## src/rtl/delay_chain_sensor.sv

```systemverilog
// Inverting delay-chain timing sensor: launches edges into a tapped chain, decodes how far
// each edge travelled in one clock and averages over a window. Optional DELAY_CHAIN_SENSOR_MINMAX_EN adds min/max outputs.
module delay_chain_sensor #(
  parameter int CHAIN_LEN   = 100,
  parameter int SAMPLE_LOG2 = 4,
  parameter int SETTLE_CYC  = 4,
  localparam int CW = $clog2(CHAIN_LEN + 1),
  localparam int AW = CW + SAMPLE_LOG2
) (
  input  logic          clk,
  input  logic          rstN,
  input  logic          start,
  output logic          busy,
  output logic          done,
  output logic [AW-1:0] sumCount,
  output logic [CW-1:0] avgCount,
  output logic          bubbleErr
`ifdef DELAY_CHAIN_SENSOR_MINMAX_EN
  ,
  output logic [CW-1:0] minCount,
  output logic [CW-1:0] maxCount
`endif
);

  localparam int SW = $clog2(SETTLE_CYC + 1);

  typedef enum logic [2:0] {IDLE, PREP, LAUNCH, CAP, SYNC, ACC, DONE} stateT;

  stateT stateReg, stateNext;

  logic                   launchReg;
  logic [CHAIN_LEN-1:0]   chainOut;
  logic [CHAIN_LEN-1:0]   tapW;
  logic [CHAIN_LEN-1:0]   capReg;
  logic [CHAIN_LEN-1:0]   capSync;
  logic [CHAIN_LEN-1:0]   tNorm;
  logic [SW-1:0]          settleCnt;
  logic [SAMPLE_LOG2-1:0] sampleCnt;
  logic [AW-1:0]          sumReg;
  logic                   busyReg;
  logic                   doneReg;
  logic                   bubbleReg;
  logic [CW-1:0]          tapCount;
  logic                   bubbleNow;
  logic                   seenZero;
  logic                   settleDone;
  logic                   lastSample;
  logic                   winClear;
  logic                   accEn;
  logic                   settleInc;
  logic                   launchNext;
  logic                   busyNext;
  logic                   doneNext;

  // Each stage is one inverter; stage 0 is driven by the launch register.
  for (genvar gi = 0; gi < CHAIN_LEN; gi++) begin : gStage
    logic stageIn;
    logic stageOut;
    if (gi == 0) begin : gFirst
      assign stageIn = launchReg;
    end else begin : gNext
      assign stageIn = gStage[gi-1].stageOut;
    end
    assign stageOut     = ~stageIn;
    assign chainOut[gi] = stageOut;
  end

  assign tapW = chainOut;

  // Even stages invert a rising launch edge into a low tap, so flip them back.
  for (genvar gi = 0; gi < CHAIN_LEN; gi++) begin : gNorm
    assign tNorm[gi] = capSync[gi] ^ ((gi % 2) == 0);
  end

  always_ff @(posedge clk or negedge rstN) begin
    if (!rstN) begin
      capReg  <= '0;
      capSync <= '0;
    end else begin
      capReg  <= tapW;
      capSync <= capReg;
    end
  end

  // Leading-ones count; any one seen after the first zero is a bubble.
  always_comb begin
    tapCount  = '0;
    bubbleNow = 1'b0;
    seenZero  = 1'b0;
    for (int k = 0; k < CHAIN_LEN; k++) begin
      if (!tNorm[k]) begin
        seenZero = 1'b1;
      end else if (seenZero) begin
        bubbleNow = 1'b1;
      end else begin
        tapCount = tapCount + CW'(1);
      end
    end
  end

  assign settleDone = (settleCnt == SW'(SETTLE_CYC - 1));
  assign lastSample = (sampleCnt == '1);

  always_ff @(posedge clk or negedge rstN) begin
    if (!rstN) begin
      stateReg <= IDLE;
    end else begin
      stateReg <= stateNext;
    end
  end

  always_comb begin
    stateNext = stateReg;
    case (stateReg)
      IDLE:    if (start) stateNext = PREP;
      PREP:    if (settleDone) stateNext = LAUNCH;
      LAUNCH:  stateNext = CAP;
      CAP:     stateNext = SYNC;
      SYNC:    stateNext = ACC;
      ACC:     stateNext = lastSample ? DONE : PREP;
      DONE:    stateNext = IDLE;
      default: stateNext = IDLE;
    endcase
  end

  always_comb begin
    winClear   = (stateReg == IDLE) && start;
    settleInc  = (stateReg == PREP) && !settleDone;
    accEn      = (stateReg == ACC);
    launchNext = (stateNext == CAP) || (stateNext == SYNC) || (stateNext == ACC);
    doneNext   = (stateReg == DONE);
    busyNext   = busyReg;
    if (winClear) begin
      busyNext = 1'b1;
    end else if (stateReg == DONE) begin
      busyNext = 1'b0;
    end
  end

  always_ff @(posedge clk or negedge rstN) begin
    if (!rstN) begin
      launchReg <= 1'b0;
      busyReg   <= 1'b0;
      doneReg   <= 1'b0;
      settleCnt <= '0;
      sampleCnt <= '0;
      sumReg    <= '0;
      bubbleReg <= 1'b0;
    end else begin
      launchReg <= launchNext;
      busyReg   <= busyNext;
      doneReg   <= doneNext;
      if (winClear || (stateReg == PREP && settleDone)) begin
        settleCnt <= '0;
      end else if (settleInc) begin
        settleCnt <= settleCnt + SW'(1);
      end
      if (winClear) begin
        sampleCnt <= '0;
        sumReg    <= '0;
        bubbleReg <= 1'b0;
      end else if (accEn) begin
        sampleCnt <= sampleCnt + SAMPLE_LOG2'(1);
        sumReg    <= sumReg + AW'(tapCount);
        bubbleReg <= bubbleReg | bubbleNow;
      end
    end
  end

`ifdef DELAY_CHAIN_SENSOR_MINMAX_EN
  logic [CW-1:0] minReg;
  logic [CW-1:0] maxReg;

  always_ff @(posedge clk or negedge rstN) begin
    if (!rstN) begin
      minReg <= '0;
      maxReg <= '0;
    end else if (winClear) begin
      minReg <= CW'(CHAIN_LEN);
      maxReg <= '0;
    end else if (accEn) begin
      if (tapCount < minReg) minReg <= tapCount;
      if (tapCount > maxReg) maxReg <= tapCount;
    end
  end

  assign minCount = minReg;
  assign maxCount = maxReg;
`endif

  assign busy      = busyReg;
  assign done      = doneReg;
  assign sumCount  = sumReg;
  assign avgCount  = sumReg[AW-1:SAMPLE_LOG2];
  assign bubbleErr = bubbleReg;

endmodule

```

## config.mk

```make
export PLATFORM = sky130hd
export DESIGN_NAME = delay_chain_sensor
export DESIGN_NICKNAME = d
export VERILOG_FILES = /design/src/rtl/delay_chain_sensor.sv
export SDC_FILE = /design/constraint.sdc
export NUM_CORES = 1
export LEC_CHECK = 0
export ABC_AREA = 1
export ABC_CLOCK_PERIOD_IN_PS = 8100
export BUFFER_PORTS_ARGS = -buffer_cell sky130_fd_sc_hd__buf_2
export CAP_MARGIN = 10
export CORE_MARGIN = 1
export CORE_UTILIZATION = 64
export CTS_BUF_LIST = sky130_fd_sc_hd__clkbuf_8
export DETAILED_ROUTE_END_ITERATION = 12
export GPL_ROUTABILITY_DRIVEN = 1
export GPL_TIMING_DRIVEN = 0
export PLACE_DENSITY = 0.87
export SETUP_SLACK_MARGIN = 0.15
export SYNTH_ARGS = -nofsm -noshare
export SYNTH_HDL_FRONTEND = slang
export SYNTH_SLANG_ARGS = --single-unit
```

## constraint.sdc

```tcl
create_clock -name clk -period 8.1 [get_ports clk]
set_clock_uncertainty 0.05 [all_clocks]
set_input_delay 1.62 -clock clk [delete_from_list [all_inputs] [get_ports clk]]
set_output_delay 1.62 -clock clk [all_outputs]
set_load 0.02 [all_outputs]
```

==> summary.md <==
| Metric | Value |
|---|---|
| Placer Congestion | `0.777` |
| Gr usage total | `27.1%` |
| Leakage power | `between 1 and 1.5 nW` |
| DR vias | `about 1,500` |
| Place WS | `4.60 ns` |
| R2R cell count | `22` |
| Die width | `55.0 um` |
| # H-tree levels | `2` |
| Fin crit period | `around 3.5 ns` |
| CTS tree | `done` |
| ANT cells | `0` |
| PortBufs | `23` |
| Final WS setup | `4.56 ns` |
| Slew Limit Fails | `0` |
| Dpl hpwl | `between 2 and 3 mm` |
| CTS root buffer | `clkbuf_8` |
| First-pass GRT wire length | `approximately 5.6 mm` |
| GRT overflow | `0` |
| Hold Buf Count CTS | `0` |
| Final period utilization | `43.7%` |
| Setup TNS | `0 ns` |
| Synth area leaders | `dfrtp_1 (40%), ha_1 (10%), nand2_1 (9.0%), inv_1 (6.7%), nand3_1 (6.1%)` |
| Crit Reg-Reg Endpoint | `sumCount[6]` |
| Synth Cell Area | `0.00180 sq mm` |
| Worst-path fanout max | `9` |
| Worst Hold Class | `reg -> reg` |
| Worst Setup End Kind | `flip-flop` |
| Die height | `55.0 um` |
| Sw power | `57.9 uW` |
| Critical Path RT | `8.22 ns` |
| Resized cells post-CTS | `0` |
| Largest net degree at the start of global routing | `30` |
| IO Pins | `24` |
| Seq pwr share | `48.0%` |
| Post-route ant nets | `0` |
| Share of layout cells above drive strength 1 | `between 10% and 20%` |
| MaxCap Viol Count | `0` |
| Finished Cell Area | `approximately 0.0021 sq mm` |
| Outcome | `finished clean` |
| Startpoint types | `flip-flop` |
| Actual slew at the worst max-slew pin | `around 0.64 ns` |
| Core area | `0.00257 sq mm` |
| Area grow syn2layout | `15.0%` |
| Die Area | `between 0.003 and 0.004 sq mm` |
| RSZ-0062 raised after global routing | `no` |
| Avg Inst Size Synth | `around 8 sq um` |
| Iteration-0 DRC Markers | `49` |
| Drt drc | `0` |
| TritonCTS buffer count | `5` |
| Post-Route WL | `3.54 mm` |
| Initial antenna violation count | `0` |
| Critical path class | `reg -> reg` |
| Fmax | `about 280 MHz` |
| Fin. Hold Viols | `0` |
| DR vias/cell | `5.43` |
| Final setup fails | `0` |
| Pwr/cell area | `146 mW/mm^2` |
| Rel. slew slack | `a little under three fifths` |
| Vias in the first global route | `1,309` |
| Synthesized flop and latch total | `29` |
| Worst R2R Setup Slack | `roughly 4.6 ns` |
| Combinational cell fraction of total power | `1.0%` |
| CP arrival | `roughly 3.7 ns` |
| Total power | `302 uW` |
| Setup bufs post-CTS | `0` |
| Crit path from | `capSync[98]` |
| Area fraction of the dominant cell type after synthesis | `40.4%` |
| Worst setup path endpoint | `sumCount[6]` |
| Worst-Skew Late Latency | `0.28 ns` |
| Synthesized Nets | `243` |
| Switching Share | `19.2%` |
| Dpl cell area | `0.00195 sq mm` |
| Critical R2R Launch | `capSync[98]` |
| Clock share of power | `51.0%` |
| Clock Sinks | `29` |
| Register clock-pin slew on the reported worst setup and hold paths | `0.06 ns` |
| Initial Utilization | `69.9%` |
| Mapped Cells | `224` |
| Final Util | `80.4%` |
| Cell-internal power | `about 240 uW` |
| Synth area leader | `dfrtp_1` |
| Routed length per instance | `12.4 um` |
| Synth warn | `0` |
| Unique masters post-synth | `27` |
| Row cnt | `18` |
| Final #Nets | `273` |
| Seq/Total Area, Yosys | `about two fifths` |
| TritonRoute pass-1 iters | `4` |
| Max VDD drop | `0.187 mV` |
| Clock Path Buffers | `2` |
layer usage:
layer  track usage, %  up-vias  part of all wire, %  wire, um
met5                0        -                    0         0
met4             10.0        0                  1.4        48
met3             7.38        7                  4.2       149
met2             45.6       33                   48      1710
met1             33.0      721                   46      1630
li1                 -      787                    -         -
cell usage in the layout, fill, tap and decap left out:
cell and instances:
bufinv_16 1, a21boi_0 1, a31oi_1 1, nand3_1 22, o2111ai_1 1, nand2_1 43
nand2_2 3, buf_4 7, xor2_1 4, inv_2 1, o21a_1 1, inv_1 33
ha_1 15, o21ai_0 10, nand3b_1 2, nor2_2 2, o21bai_1 1, o22ai_1 1
buf_2 26, nor2_1 17, a21oi_1 15, nor3_1 1, dfrtp_1 29, buf_6 1
clkbuf_8 6, nand3_2 1, nand4_1 7, o211ai_1 2, fa_1 1
how the worst min path moves through the flow:
stage / slack, ns / depth (start not counted) / to / from
floorplan: 0.28 / 0 / capSync[97] / capReg[97]
global placement: 0.28 / 0 / capSync[97] / capReg[97]
detailed placement: 0.29 / 0 / capSync[98] / capReg[98]
CTS: 0.30 / 0 / capSync[98] / capReg[98]
global route: 0.30 / 0 / capSync[98] / capReg[98]
finish: 0.30 / 0 / capSync[98] / capReg[98]
power by group through the flow:
stage	Combinational [mW]	Clock [mW]	Sequential [mW]
finish	0.00308	0.154	0.145
global route	0.00389	0.161	0.145
CTS	0.00330	0.156	0.145
detailed placement	0.00331	0	0.148
global placement	0.00331	0	0.148
floorplan	0.000000674	0	0.148
stage by stage:
step,instances,hold WS [ns]
5_1_grt,285,0.301
3_5_place_dp,277,0.286
2_1_floorplan,224,0.281
6_report,285,0.297
3_3_place_gp,277,0.281
4_1_cts,285,0.299
critical path: stages, from the launching register on:
cell and delay (ns):
dfrtp_1 0.39, inv_1 0.13, ha_1 0.37, ha_1 0.21
inv_1 0.04, nand2_1 0.08, nand2_1 0.06, inv_1 0.09
ha_1 0.23, inv_1 0.06, nand2_2 0.06, nand2_2 0.10
nand4_1 0.11, nand2_1 0.10, nand2_1 0.06, xor2_1 0.16
ha_1 0.31, a21oi_1 0.15, nand2_1 0.13, a21oi_1 0.18
xor2_1 0.17, nand3b_1 0.14, nand2_1 0.05
cell usage after synthesis:
master	count
a31oi_1	1
inv_1	32
buf_2	3
nor2_1	17
xor2_1	4
inv_2	1
o2111ai_1	1
nor3_1	1
o211ai_1	2
nand3_2	1
fa_1	1
o21ai_0	10
nand4_1	7
a21oi_1	15
ha_1	15
a21boi_0	1
nand2_2	3
dfrtp_1	29
nand3_1	22
o22ai_1	1
nand2_1	43
buf_4	7
o21a_1	1
nand3b_1	2
nor2_2	2
buf_6	1
o21bai_1	1
registers in the layout, indices dropped and copies added (netlist names):
register,count
sumCount,11
capReg,2
settleCnt,3
capSync,2
busy,1
sampleCnt,4
done,1
bubbleErr,1
gStage.stageIn,1
stateReg,3
cells by family (layout without fill, tap and decap cells):
group	Yosys count	after routing	synth area share, %
AOI/OAI and AO/OA	33	33	10.2
xor gates and xnor gates	4	4	1.95
adders and majority gates	16	16	11.6
buffers and inverters	44	75	11.3
DFF	29	29	40.4
and+or+nand+nor	98	98	24.5
layout make-up:
cell class              count  area (sq um)
clock inverters             2          33.8
plain buffers              11          78.8
multi-input cells         151           867
well taps                  30          37.5
flip-flops and latches     29           726
repair buffers             23           115
fillers                   195           503
clock buffers               6          82.6
inverters                  33           124
Power figures use the tool's default switching activity.
